===== src/rtl/sr_latch_bank_pkg.sv =====
// Shared policy encodings and next-state rule for the set/reset storage bank.
// Latency: n/a (package only).
// Backpressure: n/a (package only).
package sr_pkg;

    localparam int POL_HOLD   = 0;
    localparam int POL_SET    = 1;
    localparam int POL_RST    = 2;
    localparam int POL_TOGGLE = 3;

    // Next stored bit from the current bit and the two qualified requests.
    // 'armed' is only consulted by the toggle policy: it is low while a
    // conflict interval that has already flipped q is still in progress.
    function automatic logic sr_next(
        input logic q,
        input logic qs,
        input logic qr,
        input int   policy,
        input logic armed
    );
        logic nxt;
        nxt = q;
        if (qs && !qr) begin
            nxt = 1'b1;
        end else if (!qs && qr) begin
            nxt = 1'b0;
        end else if (qs && qr) begin
            case (policy)
                POL_SET:    nxt = 1'b1;
                POL_RST:    nxt = 1'b0;
                POL_TOGGLE: nxt = armed ? ~q : q;
                default:    nxt = q;
            endcase
        end
        return nxt;
    endfunction

endpackage


===== src/rtl/sr_latch_bank_chan.sv =====
// One storage channel: glitch-filtered set/reset requests driving a registered q/qn pair.
// Latency: a request held FILTER+1 consecutive samples updates q on the FILTER+1'th rising edge.
// Backpressure: none; inputs are sampled every cycle and never stall.
module sr_chan
    import sr_pkg::*;
#(
    parameter int   POLICY  = POL_HOLD,
    parameter int   FILTER  = 2,
    parameter logic RESET_Q = 1'b0
) (
    input  logic clk,
    input  logic rst,
    input  logic se,
    input  logic re,
    output logic q,
    output logic qn,
    output logic conflict,
    output logic both_qual
);

    // A zero-length filter still needs a 1-bit counter; it simply never leaves 0.
    localparam int            CW      = (FILTER > 0) ? $clog2(FILTER + 1) : 1;
    localparam logic [CW-1:0] CNT_MAX = CW'(FILTER);

    logic [CW-1:0] cnt_s;
    logic [CW-1:0] cnt_r;
    logic          qs;
    logic          qr;
    logic          armed;
    logic          q_nxt;

    // A request qualifies once it has already been seen on FILTER earlier edges.
    assign qs        = se && (cnt_s == CNT_MAX);
    assign qr        = re && (cnt_r == CNT_MAX);
    assign both_qual = qs && qr;

    // Set-request run length, saturating at FILTER, cleared by any idle sample.
    always_ff @(posedge clk or posedge rst) begin
        if (rst) begin
            cnt_s <= '0;
        end else if (!se) begin
            cnt_s <= '0;
        end else if (cnt_s != CNT_MAX) begin
            cnt_s <= cnt_s + 1'b1;
        end
    end

    // Reset-request run length, same rule as the set side.
    always_ff @(posedge clk or posedge rst) begin
        if (rst) begin
            cnt_r <= '0;
        end else if (!re) begin
            cnt_r <= '0;
        end else if (cnt_r != CNT_MAX) begin
            cnt_r <= cnt_r + 1'b1;
        end
    end

    // Next stored bit, resolved through the shared policy rule.
    always_comb begin
        q_nxt = sr_next(q, qs, qr, POLICY, armed);
    end

    // q and qn come from the same next value so they can never be skewed.
    always_ff @(posedge clk or posedge rst) begin
        if (rst) begin
            q  <= RESET_Q;
            qn <= ~RESET_Q;
        end else begin
            q  <= q_nxt;
            qn <= ~q_nxt;
        end
    end

    // Toggle disarms while both requests stay qualified, re-arms as soon as either drops.
    always_ff @(posedge clk or posedge rst) begin
        if (rst) begin
            armed    <= 1'b1;
            conflict <= 1'b0;
        end else begin
            armed    <= ~both_qual;
            conflict <= both_qual;
        end
    end

endmodule


===== src/rtl/sr_latch_bank.sv =====
// N independent filtered set/reset storage channels with conflict pulses and a sticky error flag.
// Latency: a request held FILTER+1 samples acts on that edge; conflict/err_sticky register on the same edge.
// Backpressure: none; every channel samples its inputs each cycle.
module sr_latch_bank
    import sr_pkg::*;
#(
    parameter int           N          = 4,
    parameter int           ACTIVE_LOW = 1,
    parameter int           POLICY     = POL_HOLD,
    parameter int           FILTER     = 2,
    parameter logic [N-1:0] RESET_Q    = '0
) (
    input  logic         clk,
    input  logic         rst,
    input  logic [N-1:0] s,
    input  logic [N-1:0] r,
    input  logic         err_clr,
    output logic [N-1:0] q,
    output logic [N-1:0] qn,
    output logic [N-1:0] conflict,
    output logic         err_sticky
);

    localparam logic [N-1:0] POL_MASK = (ACTIVE_LOW != 0) ? {N{1'b1}} : {N{1'b0}};

    logic [N-1:0] se;
    logic [N-1:0] re;
    logic [N-1:0] both_qual;

    // Channels work on active-high requests regardless of pin polarity.
    assign se = s ^ POL_MASK;
    assign re = r ^ POL_MASK;

    for (genvar i = 0; i < N; i++) begin : g_chan
        sr_chan #(
            .POLICY  (POLICY),
            .FILTER  (FILTER),
            .RESET_Q (RESET_Q[i])
        ) u_chan (
            .clk       (clk),
            .rst       (rst),
            .se        (se[i]),
            .re        (re[i]),
            .q         (q[i]),
            .qn        (qn[i]),
            .conflict  (conflict[i]),
            .both_qual (both_qual[i])
        );
    end

    // Sticky error: a conflict on this edge wins over a simultaneous clear.
    always_ff @(posedge clk or posedge rst) begin
        if (rst) begin
            err_sticky <= 1'b0;
        end else begin
            err_sticky <= (err_sticky & ~err_clr) | (|both_qual);
        end
    end

endmodule


===== config.mk =====
export PLATFORM = sky130hd
export DESIGN_NAME = sr_latch_bank
export DESIGN_NICKNAME = d
export VERILOG_FILES = /design/src/rtl/sr_latch_bank_pkg.sv /design/src/rtl/sr_latch_bank_chan.sv /design/src/rtl/sr_latch_bank.sv
export SDC_FILE = /design/constraint.sdc
export NUM_CORES = 1
export LEC_CHECK = 0
export CORE_MARGIN = 4
export CORE_UTILIZATION = 41
export DETAILED_ROUTE_END_ITERATION = 8
export DONT_BUFFER_PORTS = 1
export GPL_ROUTABILITY_DRIVEN = 0
export SLEW_MARGIN = 20
export SYNTH_ARGS = -nofsm -noshare
export SYNTH_HDL_FRONTEND = slang
export SYNTH_SLANG_ARGS = --single-unit

===== constraint.sdc =====
create_clock -name clk -period 2.1 [get_ports clk]
set_clock_uncertainty 0.05 [all_clocks]
set_input_delay 0.315 -clock clk [delete_from_list [all_inputs] [get_ports clk]]
set_output_delay 0.315 -clock clk [all_outputs]
set_load 0.01 [all_outputs]

# --- Word level (Yosys, flattened, before mapping) ---
# Index checks and enable logic that the tools add are counted.
totals:
  ff_bits: 29
  word_cells: 115
classes:
  reduce_logical: 29
  bitwise_logic: 9
  n_eq_ne: 24
  n_mux: 24
  n_addsub: 8
ops:
  columns: ["cell", "count"]
  rows:
  - ["2-bit 2-to-1 mux", 16]
  - ["1-bit logical AND", 20]
  - ["2-bit by 1-bit adder with 2-bit output, second input constant", 8]
  - ["2-bit == test, second input constant", 8]
  - ["2-bit by 1-bit != test with 1-bit output, second input constant", 8]
  - ["2-bit != test, second input constant", 8]
  - ["1-bit logical NOT", 8]
  - ["1-bit 2-to-1 mux", 8]
  - ["4-bit inverter", 2]
  - ["1-bit inverter", 5]
  - ["4-bit OR reduction", 1]
  - ["1-bit bitwise AND", 1]
  - ["1-bit bitwise OR", 1]

# --- Logic depth before layout (Yosys ltp) ---
logic_depth:
  ltp_word: 7
  mapped_depth: 5

# --- Modules after synthesis ---
# Synthesis repeated with hierarchy kept, for this count alone.
unflattened:
  hier_cells: 127
  area_unflattened_um2: 1360.1
by_module_without_submodules:
  columns: ["module", "seq_area_each_um2", "cells_each", "n_inst", "area_each_um2"]
  rows:
  - ["sr_chan at g_chan[1].u_chan ...", 176.4, 29, 3, 321.6]
  - ["sr_chan at g_chan[0].u_chan", 176.4, 27, 1, 321.6]
  - ["sr_latch_bank", 25.0, 13, 1, 73.8]

# --- Worst setup path before layout ---
# OpenSTA, ideal clock, no wires.
synth_timing:
  path_kind: "register to register"
  startpoint: "reg g_chan[2].u_chan.cnt_r[0]"
  endpoint: "reg err_sticky"
  setup_slack_ns: 0.698
  arrival_time_ns: 1.223
  required_time_ns: 1.921
  n_path_buf: 0
  setup_time_ns: 0.129
  path_stages_with_launch: 6
  cell_sequence: "dfrtp_1 -> inv_1 -> ha_1 -> and4bb_4 -> a2111oi_4 -> o21ai_2"
synth_between:
  elab_chain_len: 5
synth_lines:
  columns: ["item", "line_no", "source"]
  rows:
  - ["start: declaration", "sr_latch_bank_chan.sv:26", "logic [CW-1:0] cnt_r;"]
  - ["start signal: assignment", "sr_latch_bank_chan.sv:55", "cnt_r <= cnt_r + 1'b1;"]
  - ["2-bit == test", "sr_latch_bank_chan.sv:34", "assign qr = re && (cnt_r == CNT_MAX);"]
  - ["1-bit logical AND", "sr_latch_bank_chan.sv:34", null]
  - ["1-bit logical AND", "sr_latch_bank_chan.sv:35", "assign both_qual = qs && qr;"]
  - ["via g_chan[2].u_chan.both_qual", "sr_latch_bank_chan.sv:18", "output logic both_qual"]
  - ["4-bit OR reduction", "sr_latch_bank.sv:56", "err_sticky <= (err_sticky & ~err_clr) | (|both_qual);"]
  - ["1-bit bitwise OR", "sr_latch_bank.sv:56", null]
  - ["end signal: assignment", "sr_latch_bank.sv:56", null]
  - ["end: declaration", "sr_latch_bank.sv:21", "output logic err_sticky"]
# The timed path passes the listed nets, and every way through them passes these cells.
# A chain may end at the register's enable or synchronous reset.

# --- Final worst setup path ---
layout_timing:
  startpoint: "reg g_chan[3].u_chan.cnt_s[0]"
  endpoint: "reg err_sticky"
layout_between:
  elab_chain_len: 5
layout_lines:
  columns: ["item", "line_no", "source"]
  rows:
  - ["start: declaration", "sr_latch_bank_chan.sv:25", "logic [CW-1:0] cnt_s;"]
  - ["start signal: assignment", "sr_latch_bank_chan.sv:44", "cnt_s <= cnt_s + 1'b1;"]
  - ["2-bit == test", "sr_latch_bank_chan.sv:33", "assign qs = se && (cnt_s == CNT_MAX);"]
  - ["1-bit logical AND", "sr_latch_bank_chan.sv:33", null]
  - ["1-bit logical AND", "sr_latch_bank_chan.sv:35", null]
  - ["via g_chan[3].u_chan.both_qual", "sr_latch_bank_chan.sv:18", null]
  - ["4-bit OR reduction", "sr_latch_bank.sv:56", null]
  - ["1-bit bitwise OR", "sr_latch_bank.sv:56", null]
# The timed path passes the listed nets, and every way through them passes these cells.

==> summary.md <==
| Metric | Value |
|---|---|
| Hold Path Stages | `1` |
| CP Capture Type | `flop` |
| Net Sw Power | `slightly above 700 µW` |
| Reg2Reg Depth | `5` |
| Worst-path maximum fanout | `5` |
| Vias in the first global route | `884` |
| EDFF count, synth | `0` |
| Yosys warnings | `0` |
| Final antenna diode count | `0` |
| RR Endpoint | `err_sticky` |
| Cell area after layout | `between 0.001 and 0.0015 mm²` |
| Cell area after synthesis | `around 0.0014 mm²` |
| PortBufs | `0` |
| Max Transition Viols Final | `0` |
| Root buf cell | `clkbuf_4` |
| Top-area cell type share of the netlist area | `a little under half` |
| Slew HR | `~76%` |
| CTS Buffer Depth | `2` |
| Setup violators final | `0` |
| Core area | `~0.0031 mm²` |
| Area of the multi-input gates | `approximately 490 µm²` |
| Combinational power share | `approximately a third` |
| Clock sinks | `29` |
| Via count | `roughly 800` |
| Std cell rows | `20` |
| Die footprint | `0.00429 mm²` |
| Final Hold Viols | `0` |
| DP HPWL | `~1.5 mm` |
| Drt first-iter violations | `13` |
| Clk pwr share | `17.0%` |
| LEAKAGE | `0.733 nW` |
| Largest net degree at the start of global routing | `30` |
| WHS | `around 0.15 ns` |
| Net Sw Frac | `between 30% and 40%` |
| Worst reg2reg startpoint | `g_chan[3].u_chan.cnt_s[0]` |
| Dpl ws | `about 0.61 ns` |
| Hold Path Sink | `g_chan[2].u_chan.conflict` |
| Worst vdd ir | `0.499 mV` |
| Asr flop ratio synth | `100%` |
| Syn avg cell area | `around 11 µm²` |
| Power Density | `1360 mW/mm²` |
| Leading area contributor after synthesis | `dfrtp_1` |
| Clock transition at path regs | `approximately 0.09 ns` |
| Hold Crit Start | `r[2]` |
| Finished Core Util | `a little under half` |
| Layout net count | `147` |
| Max_cap viols | `0` |
| CTS H-tree depth | `2` |
| Aggregate routed wire length | `2.04 mm` |
| Total gr overflow | `0` |
| Crit Path Category | `flop to flop` |
| Max Clk Rate | `roughly 680 MHz` |
| Worst Hold Class | `primary input to flop` |
| Initial Util | `43.7%` |
| # resized after CTS | `0` |
| Reg area | `around 730 µm²` |
| Seq pwr share | `between 40% and 50%` |
| # fillers | `approximately 330` |
| Initial antenna violation count | `0` |
| Most frequent cells after synthesis | `nor2_1 (27), dfrtp_1 (25), inv_1 (13)` |
| Num CTS Buffers | `5` |
| Post-Syn Nets | `about 140` |
| Startpoint types | `flop` |
| RSZ-0062 raised after global routing | `false` |
| Clk_lat worst skew | `about 0.32 ns` |
| Final min period | `between 1 and 1.5 ns` |
| Die Wd | `between 60 and 70 µm` |
| Number of setup buffers added after CTS | `0` |
| WP data arrival | `about 1.6 ns` |
| Final Cycle Share | `between 70% and 80%` |
| Synth area leaders | `dfrtp_1 (46%), dfstp_2 (7.8%), nor2_1 (7.5%)` |
| Residual DRC | `0` |
| Internal | `around 1.3 mW` |
| Number of routed nets with antenna violations | `0` |
| Height of the chip | `~65 µm` |
| P&R area growth vs syn | `8.96%` |
| IO Count | `24` |
| Setup TNS | `0 ns` |
| Total track usage | `about an eighth` |
| Outcome | `finished, final reports clean` |
| Layout Cells excl Fill | `between 150 and 200` |
| Worst path required time | `around 2.3 ns` |
| First-pass GRT wire length | `around 3.8 mm` |
| DP Area | `between 0.001 and 0.0015 mm²` |
| Ys flop type | `dfrtp_1` |
| CTS tree | `yes` |
| Sequential share of the synthesized area | `around 54%` |
| Most numerous cell in the Yosys netlist | `nor2_1` |
| Routed wire per std cell | `between 10 and 15 µm` |
| Post-Syn Instances | `about 120` |
| DR pass1 iterations | `4` |
| Placed cell count | `156` |
| Final worst setup slack | `approximately 0.62 ns` |
| Vias per cell | `around 4.6` |
| Worst-Margin Slew | `around 0.36 ns` |
| Cell variety after synth | `19` |
| Layout cell share with drive strength beyond 1 | `between 10% and 20%` |
| Yosys reg bits | `29` |
| Total power | `around 2 mW` |
| Reg-to-reg slack, setup | `0.62 ns` |
## critical path, cell delays in order, from the launching register on
cell and delay, ns:
dfrtp_1 0.37, inv_1 0.05, ha_1 0.24, and4bb_1 0.27, a2111oi_4 0.30, o21ai_2 0.08
## cell usage in the layout, fill, tap and decap left out
| cell | netlist | layout |
|---|---|---|
| clkbuf_1 | 0 | 2 |
| nand2b_1 | 5 | 5 |
| ha_1 | 8 | 8 |
| maj3_1 | 3 | 3 |
| nor2_1 | 27 | 27 |
| a2111oi_4 | 1 | 1 |
| buf_4 | 12 | 1 |
| dlygate4sd3_1 | 0 | 9 |
| and4bb_1 | 1 | 1 |
| and4bb_2 | 1 | 1 |
| o21ai_2 | 1 | 1 |
| a21boi_0 | 1 | 1 |
| nor2b_1 | 2 | 2 |
| or2_1 | 1 | 1 |
| dfstp_2 | 4 | 4 |
| xor2_1 | 8 | 8 |
| inv_1 | 13 | 13 |
| and4bb_4 | 1 | 1 |
| dfrtp_1 | 25 | 25 |
| clkbuf_4 | 0 | 5 |
| a21oi_1 | 8 | 8 |
| and2b_2 | 1 | 1 |
| clkbuf_8 | 0 | 1 |
## power groups by stage
| stage | Sequential [mW] | Clock, mW | Combinational [mW] |
|---|---|---|---|
| after floorplan | 0.924 | 0 | 0.721 |
| after global placement | 1.00 | 0 | 0.616 |
| after detailed placement | 1.02 | 0 | 0.667 |
| after CTS | 1.01 | 0.356 | 0.687 |
| after global routing | 1.03 | 0.391 | 0.800 |
| final | 1.00 | 0.342 | 0.670 |
## layer usage
metal | vias up | track usage (%) | share of wire, %
li1 | 390 | - | -
met1 | 388 | 12.1 | 41
met2 | 19 | 20.0 | 48
met3 | 7 | 6.67 | 8.4
met4 | 0 | 6.22 | 2.5
met5 | - | 0 | 0
## worst max path at each step
stage,startpoint,slack (ns),end,depth (start not counted)
2_1_floorplan,g_chan[2].u_chan.cnt_r[0],0.70,err_sticky,5
3_3_place_gp,g_chan[3].u_chan.cnt_s[0],0.68,err_sticky,5
3_5_place_dp,g_chan[3].u_chan.cnt_s[0],0.61,err_sticky,5
4_1_cts,g_chan[3].u_chan.cnt_s[0],0.59,err_sticky,5
5_1_grt,g_chan[3].u_chan.cnt_r[0],0.51,err_sticky,5
6_report,g_chan[3].u_chan.cnt_s[0],0.62,err_sticky,5
## kinds of logic (layout without fill, tap and decap cells)
group                      after synthesis  in the layout  share of synthesized area (%)
xor gates and xnor gates                 8              8                           5.17
adders and majority gates               11             11                           9.60
DFF                                     29             29                           53.9
buffers and inverters                   25             31                           10.2
and+or+nand+nor                         39             39                           14.9
AOI/OAI and AO/OA                       11             11                           6.19
## timing repair
| action | in CTS | in global routing |
|---|---|---|
| setup endpoints to repair | 0 | 0 |
| hold buffers | 9 | 0 |
| endpoints found under the hold margin | 41 | 0 |
## registers in the layout (all words and copies together), names as in the netlist
| name | count |
|---|---|
| g_chan.u_chan.cnt_r | 8 |
| g_chan.u_chan.cnt_s | 8 |
| g_chan.u_chan.conflict | 4 |
| g_chan.u_chan.q | 4 |
| g_chan.u_chan.qn | 4 |
| err_sticky | 1 |
## area by class of cell
class / count / area share, %
inverter: 13 / 3.31
sequential: 29 / 49.5
tap: 44 / 3.73
clock buffer: 8 / 3.98
timing repair buffer: 10 / 6.61
multi-input combinational: 69 / 32.9
Note: power is estimated with default switching activity, not from simulation.
